### config.mk
export PLATFORM = sky130hd
export DESIGN_NAME = muldiv_ctrl
export DESIGN_NICKNAME = d
export VERILOG_FILES = /design/src/rtl/muldiv_ctrl_pkg.sv /design/src/rtl/md_timeout_cnt.sv /design/src/rtl/muldiv_ctrl.sv
export SDC_FILE = /design/constraint.sdc
export NUM_CORES = 1
export LEC_CHECK = 0
export ABC_AREA = 1
export BUFFER_PORTS_ARGS = -buffer_cell sky130_fd_sc_hd__buf_2
export CELL_PAD_IN_SITES_DETAIL_PLACEMENT = 1
export CELL_PAD_IN_SITES_GLOBAL_PLACEMENT = 2
export CORE_MARGIN = 4
export CORE_UTILIZATION = 19
export DETAILED_ROUTE_END_ITERATION = 7
export GPL_ROUTABILITY_DRIVEN = 0
export HOLD_SLACK_MARGIN = 0.03
export PLACE_DENSITY_LB_ADDON = 0.3
export SYNTH_ARGS = -nofsm -noshare
export SYNTH_HDL_FRONTEND = slang
export SYNTH_HIERARCHICAL = 1
export SYNTH_SLANG_ARGS = --single-unit
### constraint.sdc
create_clock -name clk -period 1.7 [get_ports clk]
set_input_delay 0.17 -clock clk [delete_from_list [all_inputs] [get_ports clk]]
set_output_delay 0.17 -clock clk [all_outputs]
set_load 0.05 [all_outputs]
### src/rtl/muldiv_ctrl_pkg.sv
// Shared defines for the EX-stage multiply/divide control: datapath widths,
// operation codes, FSM encodings and small op-decoding helpers.
package muldiv_ctrl_pkg;

  localparam int XLEN   = 32;
  localparam int HILO_W = 2 * XLEN;

  typedef enum logic [2:0] {
    OP_MULT  = 3'd0,
    OP_MULTU = 3'd1,
    OP_MUL   = 3'd2,
    OP_DIV   = 3'd3,
    OP_DIVU  = 3'd4
  } md_op_e;

  typedef enum logic [1:0] {
    ST_IDLE  = 2'd0,
    ST_RUN   = 2'd1,
    ST_DONE  = 2'd2,
    ST_ABORT = 2'd3
  } md_state_e;

  function automatic logic op_is_mult(input logic [2:0] op);
    return (op == OP_MULT) || (op == OP_MULTU) || (op == OP_MUL);
  endfunction

  function automatic logic op_is_div(input logic [2:0] op);
    return (op == OP_DIV) || (op == OP_DIVU);
  endfunction

  function automatic logic op_signed(input logic [2:0] op);
    return (op == OP_MULT) || (op == OP_MUL) || (op == OP_DIV);
  endfunction

  // MUL writes a GPR through res_lo, never HI/LO.
  function automatic logic op_writes_hilo(input logic [2:0] op);
    return (op == OP_MULT) || (op == OP_MULTU) || (op == OP_DIV) || (op == OP_DIVU);
  endfunction

endpackage

### src/rtl/md_timeout_cnt.sv
// Saturating RUN-cycle counter; hit fires on the increment that reaches TIMEOUT_CYC.
// Latency: hit is combinational from the registered count; no backpressure.
module md_timeout_cnt
  import muldiv_ctrl_pkg::*;
#(
  parameter int TIMEOUT_CYC = 64
) (
  input  logic clk,
  input  logic resetn,
  input  logic clr,
  input  logic inc,
  output logic hit
);

  localparam int CW = $clog2(TIMEOUT_CYC + 1);
  localparam logic [CW-1:0] LIMIT = CW'(TIMEOUT_CYC);
  localparam logic [CW-1:0] LAST  = CW'(TIMEOUT_CYC - 1);

  logic [CW-1:0] cnt_q;

  always_ff @(posedge clk or negedge resetn) begin
    if (!resetn) begin
      cnt_q <= '0;
    end else if (clr) begin
      cnt_q <= '0;
    end else if (inc && (cnt_q != LIMIT)) begin
      cnt_q <= cnt_q + 1'b1;
    end
  end

  assign hit = inc && (cnt_q >= LAST);

endmodule

### src/rtl/muldiv_ctrl.sv
// EX-stage sequencer for external MultCore/DivCore: start, wait, capture, commit HI/LO.
// Latency: one start cycle plus core latency; stalls EX until the result is available.
module muldiv_ctrl
  import muldiv_ctrl_pkg::*;
#(
  parameter int TIMEOUT_CYC = 64
) (
  input  logic             clk,
  input  logic             resetn,
  input  logic             flush,
  input  logic             hold,
  input  logic             op_valid,
  input  logic [2:0]       op_sel,
  input  logic [XLEN-1:0]  src_a,
  input  logic [XLEN-1:0]  src_b,
  output logic             mult_start,
  output logic             mult_sign,
  output logic [XLEN-1:0]  mult_a,
  output logic [XLEN-1:0]  mult_b,
  input  logic             mult_ready,
  input  logic             mult_busy,
  input  logic [HILO_W-1:0] mult_result,
  output logic             div_start,
  output logic             div_sign,
  output logic [XLEN-1:0]  div_a,
  output logic [XLEN-1:0]  div_b,
  input  logic             div_ready,
  input  logic             div_busy,
  input  logic [HILO_W-1:0] div_result,
  output logic             stallreq,
  output logic             res_valid,
  output logic [XLEN-1:0]  res_hi,
  output logic [XLEN-1:0]  res_lo,
  output logic             hilo_we,
  output logic             md_err
);

  md_state_e       state_q, state_d;
  logic [2:0]      op_q;
  logic [XLEN-1:0] hi_q, lo_q;
  logic            err_q;

  logic in_mult, in_div, in_legal, in_busy;
  logic q_mult, q_ready, q_busy;
  logic cnt_hit, start_go, capture, timeout_abort;
  logic stall, done_vld, we, illegal;

  assign in_mult  = op_is_mult(op_sel);
  assign in_div   = op_is_div(op_sel);
  assign in_legal = in_mult || in_div;
  assign in_busy  = in_mult ? mult_busy : div_busy;

  assign q_mult  = op_is_mult(op_q);
  assign q_ready = q_mult ? mult_ready : div_ready;
  assign q_busy  = q_mult ? mult_busy  : div_busy;

  always_comb begin
    state_d  = state_q;
    stall    = 1'b0;
    done_vld = 1'b0;
    we       = 1'b0;
    illegal  = 1'b0;
    case (state_q)
      ST_IDLE: begin
        stall = op_valid;
        if (op_valid && !flush) begin
          if (!in_legal) begin
            illegal = 1'b1;
            stall   = 1'b0;
          end else if (!in_busy) begin
            state_d = ST_RUN;
          end
        end
      end
      ST_RUN: begin
        stall = 1'b1;
        if (flush)        state_d = ST_ABORT;
        else if (q_ready) state_d = ST_DONE;
        else if (cnt_hit) state_d = ST_ABORT;
      end
      ST_DONE: begin
        done_vld = 1'b1;
        if (flush) begin
          state_d = ST_IDLE;
        end else if (!hold) begin
          we      = op_writes_hilo(op_q);
          state_d = ST_IDLE;
        end
      end
      ST_ABORT: begin
        // The core cannot be cancelled, so wait for it to drain.
        stall = op_valid;
        if (!q_busy) state_d = ST_IDLE;
      end
      default: state_d = ST_IDLE;
    endcase
  end

  assign start_go      = (state_q == ST_IDLE) && (state_d == ST_RUN);
  assign capture       = (state_q == ST_RUN) && !flush && q_ready;
  assign timeout_abort = (state_q == ST_RUN) && !flush && !q_ready && cnt_hit;

  md_timeout_cnt #(.TIMEOUT_CYC(TIMEOUT_CYC)) u_timeout_cnt (
    .clk    (clk),
    .resetn (resetn),
    .clr    (start_go),
    .inc    (state_q == ST_RUN),
    .hit    (cnt_hit)
  );

  always_ff @(posedge clk or negedge resetn) begin
    if (!resetn) begin
      state_q <= ST_IDLE;
      op_q    <= '0;
      hi_q    <= '0;
      lo_q    <= '0;
      err_q   <= 1'b0;
    end else begin
      state_q <= state_d;
      if (start_go) op_q <= op_sel;
      if (capture) begin
        if (q_mult) begin
          hi_q <= (op_q == OP_MUL) ? '0 : mult_result[HILO_W-1:XLEN];
          lo_q <= mult_result[XLEN-1:0];
        end else begin
          hi_q <= div_result[HILO_W-1:XLEN];
          lo_q <= div_result[XLEN-1:0];
        end
      end
      if (timeout_abort) err_q <= 1'b1;
    end
  end

  // Combinational outputs are forced low while reset is held.
  assign mult_start = resetn && start_go && in_mult;
  assign mult_sign  = mult_start && op_signed(op_sel);
  assign mult_a     = mult_start ? src_a : '0;
  assign mult_b     = mult_start ? src_b : '0;
  assign div_start  = resetn && start_go && in_div;
  assign div_sign   = div_start && op_signed(op_sel);
  assign div_a      = div_start ? src_a : '0;
  assign div_b      = div_start ? src_b : '0;

  assign stallreq  = resetn && stall;
  assign res_valid = resetn && (done_vld || illegal);
  assign hilo_we   = resetn && we;
  assign res_hi    = illegal ? '0 : hi_q;
  assign res_lo    = illegal ? '0 : lo_q;
  assign md_err    = err_q;

endmodule

==> flow_summary_export.csv, run 1 <==
group,metric,value,unit
worst_setup_path,critPathRequiredTime,1.53,ns
finish,layout_commonest_cell,"buf_2",
logic_synthesis,synth.avg_cell_area,6.47,um2
finish,final_util,42.1,%
placement,dpl_cell_area,0.00823,mm2
drt,wirelength,30200,um
pwr,cellPowerDensity,1360,mW/mm2
worst_setup_path,critPathMaxFanout,19,
logic_synthesis,synth-edff-count,0,
finish,layout_common_cells,"buf_2 (203), buf_6 (153), inv_1 (150)",
global_routing,grt_max_degree,49,
logic_synthesis,ys_ff_latch,77,
placement,port_buffers,403,
cts,insertion_delay,0.34,ns
drt,antenna_left,0,
sta,drv_slew,0,
drt,vias_per_cell,4.21,
worst_setup_path,critPathArrivalTime,1.79,ns
logic_synthesis,syn_nets,1038,
cts,clk_pin_slew,0.07,ns
logic_synthesis,synth_cell_types,35,
floorplan,rows,61,
drt,dr_total_vias,7040,
floorplan,die_h,176,um
logic_synthesis,synth_top_flop_cell,"dfrtp_1",
sta,fin_ws,-0.258,ns
drt,wl_per_cell,18.1,um
logic_synthesis,async_flop_share,100,%
cts,cts_tree,"yes",
cts,cts_root_buffer,"clkbuf_16",
sta,fmax,0.511,GHz
logic_synthesis,syn_inst,832,
global_routing,grt.total_usage,16.1,%
finish,fill_cells,3345,
drt,firstDrtPassIters,4,
cts,numClockSinks,77,
global_routing,busiest_layer,"met2",
pwr,power_leakage,5.75,nW
worst_setup_path,end_kind,"output pin",
worst_setup_path,cp-start-kind,"flip-flop",
global_routing,antenna_found_initial,1,
global_routing,met2_usage,27.5,%
finish,fin_nets,1495,
floorplan,core_area,0.0279,mm2
drt,drt_iter0_drc,192,
global_routing,grt_pass1_vias,7130,
sta,fin_crit_sh,115,%
drt,drc,0,
floorplan,design.die.area,0.0311,mm2
placement,place_inst,1607,
global_routing,grt_use_met1,20.6,%
placement,place_hpwl,20600,um
finish,area_delta_synth_final,118,%
worst_setup_path,crit_type,"reg2out",
sta,grt_setup_unrepaired,"true",
placement,dp_slack,-0.159,ns
status,status,"finished, violations left",
sta,clock_skew,0.00862,ns
sta,setup_tns,-36.41,ns
status,violations,"negative setup slack",
finish,fin_cells,1672,
sta,tightest_slew,0.741,ns
logic_synthesis,syn_area,0.00538,mm2
global_routing,grt_pass1_wl,39700,um
global_routing,grt_overflow,0,
cts,clock_path_buffers,2,
finish,antenna_cells,0,
global_routing,use_met3,3.19,%
sta,setup_viol,196,
sta,max_slew_margin,50.1,%
sta,hold_viol,0,
cts,cts_inserted_buffers,9,
floorplan,fp.dieW,176,um
worst_hold_path,min_path_type,"in2async",
pwr,ir_drop,0.626,mV
floorplan,io_pins,404,
finish,layout-drive-gt1-share,56.7,%
logic_synthesis,ys_seq_area_share,35.8,%
logic_synthesis,yosys_warnings,6,
floorplan,start_util,19.3,%
cts,h-tree-depth,3,
sta,period_needed,1.96,ns
job,cap_violations,0,
finish,final_area,0.0117,mm2
[cells by family (layout without fill, tap and decap cells)]
kind of cell               after synthesis  count (layout)  synth area share (%)
and+or+nand+nor                        426             426                  33.4
adders and majority gates                2               2                 0.465
xor gates and xnor gates                 1               1                 0.163
AOI/OAI and AO/OA                      115             115                  12.6
buffers and inverters                  211             673                  17.5
DFF                                     77              77                  35.8
[final cells by class]
class                   count  area (um2)  area share [%]
well taps                 378         473            4.04
repair inverters            1        16.3           0.139
clock inverters             7        56.3           0.481
clock buffers               9         225            1.92
flip-flops and latches     77        1930            16.4
multi-input cells         544        3620            30.9
repair buffers            496        4780            40.8
inverters                 160         619            5.29
[synthesized netlist by cell type (3+ instances only)]
cell | number | area (um2)
buf_2 | 18 | 90.1
nor2_1 | 213 | 800
o21ai_1 | 65 | 325
nand3_1 | 45 | 225
inv_2 | 9 | 33.8
buf_4 | 6 | 45.0
nand2_1 | 123 | 462
or2_2 | 20 | 125
or2_0 | 6 | 37.5
o21ai_0 | 7 | 35.0
dfrtp_1 | 77 | 1930
a31oi_1 | 3 | 18.8
or2_1 | 6 | 37.5
buf_6 | 14 | 158
inv_1 | 150 | 563
clkbuf_1 | 12 | 45.0
o211ai_1 | 33 | 248
[through the flow]
step | hold slack (ns) | power, mW
after floorplan | -0.126 | 9.03
after global placement | 0.0252 | 11.6
after detailed placement | 0.0259 | 11.6
after CTS | 0.0798 | 13.7
after global routing | 0.0932 | 17.0
final | 0.0770 | 15.9
[timing repair]
| action | CTS | global route |
|---|---|---|
| endpoints found under the hold margin | 29 | 0 |
| hold buffers | 1 | 0 |
| cloned | 0 | 26 |
| buffers inserted | 2 | 20 |
| pin swaps | 0 | 8 |
| setup endpoints to repair | 241 | 264 |
| resized for setup | 270 | 500 |
[layer usage]
metal  vias to the layer above  share of wire, %
li1                       3455                 -
met1                      3351                42
met2                       188                50
met3                        44               5.0
met4                         2               2.4
met5                         -             0.046
[state kept, by name, indices dropped and copies added (netlist names)]
| register | flops |
|---|---|
| hi_q | 32 |
| lo_q | 32 |
| md_err | 1 |
| op_q | 3 |
| state_q | 2 |
| u_timeout_cnt/cnt_q | 7 |
[where the power goes]
group / internal (mW) / total (mW) / switching (mW)
Clock: 1.01 / 1.87 / 0.865
Sequential: 2.67 / 2.97 / 0.296
Combinational: 4.04 / 11.1 / 7.02
[path summary, 6_finish.rpt]
| kind | endpoint | start | slack, ns | cells after the start |
|---|---|---|---|---|
| max reg2reg | lo_q[20] | op_q[2] | 0.10 | 10 |
| min reg2reg | md_err | md_err | 0.49 | 1 |
| min in group clk | lo_q[31] | mult_result[31] | 0.09 | 3 |
| max | div_a[31] | state_q[1] | -0.26 | 7 |
| min | u_timeout_cnt/cnt_q[2] | resetn | 0.08 | 2 |
| max in group asynchronous | hi_q[22] | resetn | 0.73 | 3 |
[critical path, stage by stage (launching register included)]
cell,delay [ns]
dfrtp_1,0.38
nor2_2,0.16
buf_6,0.14
nand4_4,0.11
buf_12,0.18
buf_4,0.17
nor2_2,0.13
buf_6,0.18
Power figures use the tool's default switching activity.
==> inputs of run 2 (changes only) <==
--- a/config.mk
+++ b/config.mk
@@ -8,10 +8,10 @@
 export ABC_AREA = 1
 export BUFFER_PORTS_ARGS = -buffer_cell sky130_fd_sc_hd__buf_2
 export CELL_PAD_IN_SITES_DETAIL_PLACEMENT = 1
-export CELL_PAD_IN_SITES_GLOBAL_PLACEMENT = 2
-export CORE_MARGIN = 4
-export CORE_UTILIZATION = 19
+export CELL_PAD_IN_SITES_GLOBAL_PLACEMENT = 1
+export CORE_AREA = 4 4 154 156
 export DETAILED_ROUTE_END_ITERATION = 7
+export DIE_AREA = 0 0 158 160
 export GPL_ROUTABILITY_DRIVEN = 0
 export HOLD_SLACK_MARGIN = 0.03
 export PLACE_DENSITY_LB_ADDON = 0.3
==> flow_summary_export.csv, run 2 (synthesized netlist as in run 1, its figures left out) <==
group,metric,value,unit
status,status,"finished, violations left",
status,violations,"negative setup slack",
finish,fin_cells,1554,
global_routing,grt_max_degree,56,
cts,cts_tree,"yes",
finish,final_area,0.0107,mm2
worst_setup_path,crit_type,"reg2out",
pwr,cellPowerDensity,1470,mW/mm2
drt,wl_per_cell,18.5,um
worst_setup_path,critPathMaxFanout,16,
cts,clock_path_buffers,2,
floorplan,fp.dieW,158,um
floorplan,core_area,0.0224,mm2
sta,tightest_slew,0.687,ns
finish,register_area,0.00193,mm2
sta,max_slew_margin,54.2,%
global_routing,grt_overflow,0,
finish,fill_cells,2724,
finish,layout_commonest_cell,"buf_2",
pwr,power_leakage,5.49,nW
worst_setup_path,critPathRequiredTime,1.53,ns
sta,grt_setup_unrepaired,"true",
drt,dr_total_vias,7011,
sta,setup_tns,-29.77,ns
placement,place_hpwl,19800,um
cts,cts_inserted_buffers,9,
global_routing,antenna_found_initial,3,
finish,multi_input_area,0.00323,mm2
worst_setup_path,critPathArrivalTime,1.77,ns
pwr,ir_drop,0.795,mV
global_routing,grt.total_usage,19.4,%
finish,fin_nets,1468,
cts,numClockSinks,77,
drt,wirelength,28700,um
cts,h-tree-depth,3,
placement,dpl_cell_area,0.00807,mm2
sta,setup_viol,200,
finish,area_delta_synth_final,98.2,%
global_routing,grt_pass1_vias,7036,
sta,clock_skew,0.00864,ns
worst_setup_path,cp-start-kind,"flip-flop",
placement,place_inst,1507,
drt,antenna_left,0,
floorplan,die_h,160,um
drt,drt_iter0_drc,347,
floorplan,rows,55,
sta,hold_viol,0,
worst_setup_path,end_kind,"output pin",
floorplan,design.die.area,0.0253,mm2
cts,insertion_delay,0.34,ns
sta,fin_ws,-0.238,ns
drt,vias_per_cell,4.51,
sta,fin_crit_sh,114,%
finish,layout_common_cells,"buf_2 (204), buf_6 (161), inv_1 (150)",
sta,period_needed,1.94,ns
floorplan,start_util,24.1,%
finish,layout-drive-gt1-share,54.1,%
cts,cts_root_buffer,"clkbuf_16",
job,cap_violations,0,
finish,top_regs,"hi_q: 32 flops, lo_q: 32 flops, u_timeout_cnt/cnt_q: 7 flops",
sta,fmax,0.516,GHz
drt,drc,0,
placement,port_buffers,403,
worst_hold_path,min_path_type,"in2async",
drt,firstDrtPassIters,4,
cts,clk_pin_slew,0.06,ns
global_routing,grt_pass1_wl,38700,um
sta,drv_slew,0,
floorplan,io_pins,404,
[run 2: changes by cell type in the layout (fill, tap and decap cells not counted), sizes merged]
cell / previous run / this run
dlymetal6s4s: 0 / 1
inv: 161 / 162
clkbuf: 34 / 25
clkinvlp: 3 / 1
bufinv: 0 / 2
diode: 0 / 2
clkinv: 4 / 3
buf: 470 / 451
[run 2: routing by layer]
layer	part of all wire, %	up-vias	track usage [%]
met5	0.098	-	0
li1	-	3397	-
met2	52	208	33.8
met4	1.8	4	4.27
met3	5.4	42	4.44
met1	41	3360	24.2
[run 2: path summary, 6_finish.rpt]
kind / from / to / slack [ns] / cells past startpoint
min reg2reg: md_err / md_err / 0.47 / 1
min in group clk: mult_result[6] / lo_q[6] / 0.09 / 3
min: resetn / u_timeout_cnt/cnt_q[1] / 0.07 / 2
max: state_q[1] / mult_b[29] / -0.24 / 7
max in group asynchronous: resetn / state_q[0] / 1.01 / 3
max reg2reg: state_q[0] / state_q[1] / -0.03 / 11
[run 2: power by group]
part	internal (mW)	total, mW	switching (mW)
Clock	1.31	2.16	0.850
Sequential	2.67	2.99	0.316
Combinational	3.71	10.5	6.77
Total	7.69	15.6	7.94
[run 2: worst max-delay path, cell delays in order, from the launching register on]
cell,delay (ns)
dfrtp_1,0.39
nor2_2,0.14
buf_6,0.13
nand4_4,0.10
buf_12,0.17
buf_12,0.16
nor2_2,0.14
buf_6,0.18
[run 2: timing repair]
action                                  in CTS  in global routing
gates cloned                                 0                 15
setup buffers                                0                 11
hold buffers                                 2                  1
pin swaps                                    0                  5
resized for setup                          256                361
endpoints found under the hold margin       26                  2
endpoints found under the setup margin     199                261
[run 2: layout make-up]
type | instances | share of cell area (%)
clock inverters | 7 | 0.986
diodes | 2 | 0.0469
flip-flops and latches | 77 | 18.1
clock buffers | 9 | 2.11
multi-input cells | 544 | 30.3
inverters | 160 | 5.78
repair inverters | 1 | 0.0821
well taps | 285 | 3.34
repair buffers | 469 | 39.3
[run 2: metrics by stage]
step	power [mW]	util (%)	worst slack, ns	hold slack [ns]
after floorplan	9.03	-	-0.180	-0.126
after global placement	11.4	36.1	-0.205	0.0122
after detailed placement	11.5	36.1	-0.228	0.0110
after CTS	13.9	41.1	-0.228	0.0707
after global routing	16.6	47.7	-0.305	0.0984
final	15.6	47.7	-0.238	0.0683
==> inputs of run 3 (changes only) <==
==> constraint.sdc (replaced) <==
create_clock -name clk -period 1.7 [get_ports clk]
set_input_delay 0.34 -clock clk [delete_from_list [all_inputs] [get_ports clk]]
set_output_delay 0.34 -clock clk [all_outputs]
set_load 0.05 [all_outputs]
==> flow_summary_export.csv, run 3 (synthesized netlist as in run 1, its figures left out) <==
group,metric,value,unit
drt,drt_iter0_drc,359,
pwr,switchingPower,8.25,mW
cts,cts_inserted_buffers,9,
cts,h-tree-depth,3,
drt,drc,0,
sta,whs,0.200,ns
global_routing,grt_pass1_vias,7546,
finish,layout_commonest_cell,"buf_2",
worst_setup_path,critPathRequiredTime,1.36,ns
pwr,power_frac_seq,18.7,%
global_routing,grt_max_degree,71,
drt,wl_per_cell,19.9,um
finish,layout_common_cells,"buf_2 (204), nor2_4 (149), inv_1 (149)",
status,violations,"negative setup slack",
drt,vias_per_cell,4.62,
finish,multi_input_area,0.00380,mm2
worst_hold_path,min_path_type,"in2async",
finish,register_area,0.00193,mm2
placement,place_inst,1519,
global_routing,grt_pass1_wl,42600,um
sta,fin_crit_sh,128,%
global_routing,grt_overflow,0,
drt,firstDrtPassIters,4,
floorplan,io_pins,404,
job,cap_violations,0,
sta,hold_viol,0,
worst_setup_path,reg2reg_depth,9,
cts,cts_tree,"yes",
sta,fmax,0.459,GHz
finish,fill_cells,2656,
pwr,power_frac_comb,69.3,%
sta,max_slew_margin,71.1,%
cts,insertion_delay,0.34,ns
sta,fin_ws,-0.478,ns
placement,place_hpwl,20100,um
worst_setup_path,cp-start-kind,"flip-flop",
finish,layout-drive-gt1-share,57.5,%
floorplan,fp.dieW,158,um
placement,port_buffers,403,
sta,grt_setup_unrepaired,"true",
finish,fin_cells,1563,
cts,clock_path_buffers,2,
worst_setup_path,critPathMaxFanout,22,
finish,fin_nets,1476,
sta,clock_skew,0.00583,ns
status,status,"finished, violations left",
floorplan,die_h,160,um
cts,numClockSinks,77,
pwr,intPower,7.76,mW
pwr,ir_drop,0.947,mV
finish,area_delta_synth_final,116,%
sta,setup_viol,224,
drt,wirelength,31200,um
cts,cts_root_buffer,"clkbuf_16",
pwr,power_frac_clock,12.0,%
sta,tightest_slew,0.429,ns
pwr,cellPowerDensity,1380,mW/mm2
pwr,swShare,51.5,%
finish,top_regs,"hi_q: 32 flops, lo_q: 32 flops, u_timeout_cnt/cnt_q: 7 flops",
pwr,power_leakage,5.64,nW
floorplan,rows,55,
drt,dr_total_vias,7222,
global_routing,grt.total_usage,21.4,%
sta,period_needed,2.18,ns
floorplan,design.die.area,0.0253,mm2
floorplan,start_util,24.1,%
worst_setup_path,crit_type,"reg2out",
worst_setup_path,end_kind,"output pin",
worst_setup_path,critPathArrivalTime,1.84,ns
global_routing,antenna_found_initial,3,
sta,drv_slew,0,
drt,antenna_left,0,
cts,clk_pin_slew,0.07,ns
floorplan,core_area,0.0224,mm2
[run 3: cell count changes in the layout (fill, tap and decap cells not counted), moves of 2 or more]
cell / change
nor2_1: -41
nor2_4: +93
buf_16: +8
buf_4: -11
clkbuf_4: -4
buf_12: +7
nor2_2: -52
nand2_1: +3
bufinv_16: -2
buf_8: +47
nand2_2: -3
buf_6: -32
clkbuf_16: -6
[run 3: layer usage]
| layer | vias to the layer above | track usage, % | wire [um] |
|---|---|---|---|
| li1 | 3412 | - | - |
| met3 | 64 | 4.17 | 1530 |
| met5 | - | 0 | 0 |
| met1 | 3527 | 25.7 | 11700 |
| met2 | 219 | 38.6 | 17000 |
| met4 | 0 | 6.01 | 975 |
[run 3: path summary, 6_finish.rpt]
check	start	to	slack [ns]
worst max-delay path	state_q[1]	div_b[11]	-0.48
worst min-delay path	resetn	u_timeout_cnt/cnt_q[1]	0.20
worst max register to register	op_q[1]	hi_q[13]	-0.09
worst min register to register	md_err	md_err	0.49
max in group asynchronous	resetn	op_q[1]	0.77
min in group clk	mult_result[22]	lo_q[22]	0.27
[run 3: power groups by stage]
stage / Sequential (mW) / Clock (mW) / Combinational [mW]
2_1_floorplan: 2.92 / 0 / 6.45
3_3_place_gp: 2.96 / 0 / 9.15
3_5_place_dp: 3.01 / 0 / 9.27
4_1_cts: 2.98 / 1.99 / 9.60
5_1_grt: 3.09 / 2.06 / 11.8
6_report: 3.00 / 1.91 / 11.1
[run 3: worst max-delay path: stages (launching register included)]
cell     delay, ns
dfrtp_1       0.42
nor2_4        0.14
buf_6         0.13
nand4_4       0.08
buf_12        0.17
buf_12        0.19
nor2_2        0.16
buf_6         0.20
[run 3: timing repair]
item,CTS,global route
gates resized for setup,328,278
buffers inserted,4,8
hold buffers,1,0
endpoints found under the hold margin,7,0
gates cloned,6,6
endpoints found under the setup margin,218,246
pin swaps,5,4
[run 3: final cells by class]
type	count	share of cell area (%)
diodes	3	0.0646
clock buffers	10	2.05
clock inverters	6	0.452
inverters	160	5.37
multi-input cells	544	32.6
flip-flops and latches	77	16.6
well taps	285	3.07
repair buffers	477	39.7
repair inverters	1	0.0753
[run 3: through the flow]
stage	cell area [um2]	power, mW	util [%]	setup slack (ns)	TNS, ns
floorplan	6280	9.37	-	-0.208	-16.09
global placement	8980	12.1	40.2	-0.411	-55.69
detailed placement	8980	12.3	40.2	-0.454	-62.01
CTS	10600	14.6	47.3	-0.423	-69.42
global route	11600	17.0	52.0	-0.542	-95.11
finish	11600	16.0	52.0	-0.478	-75.47
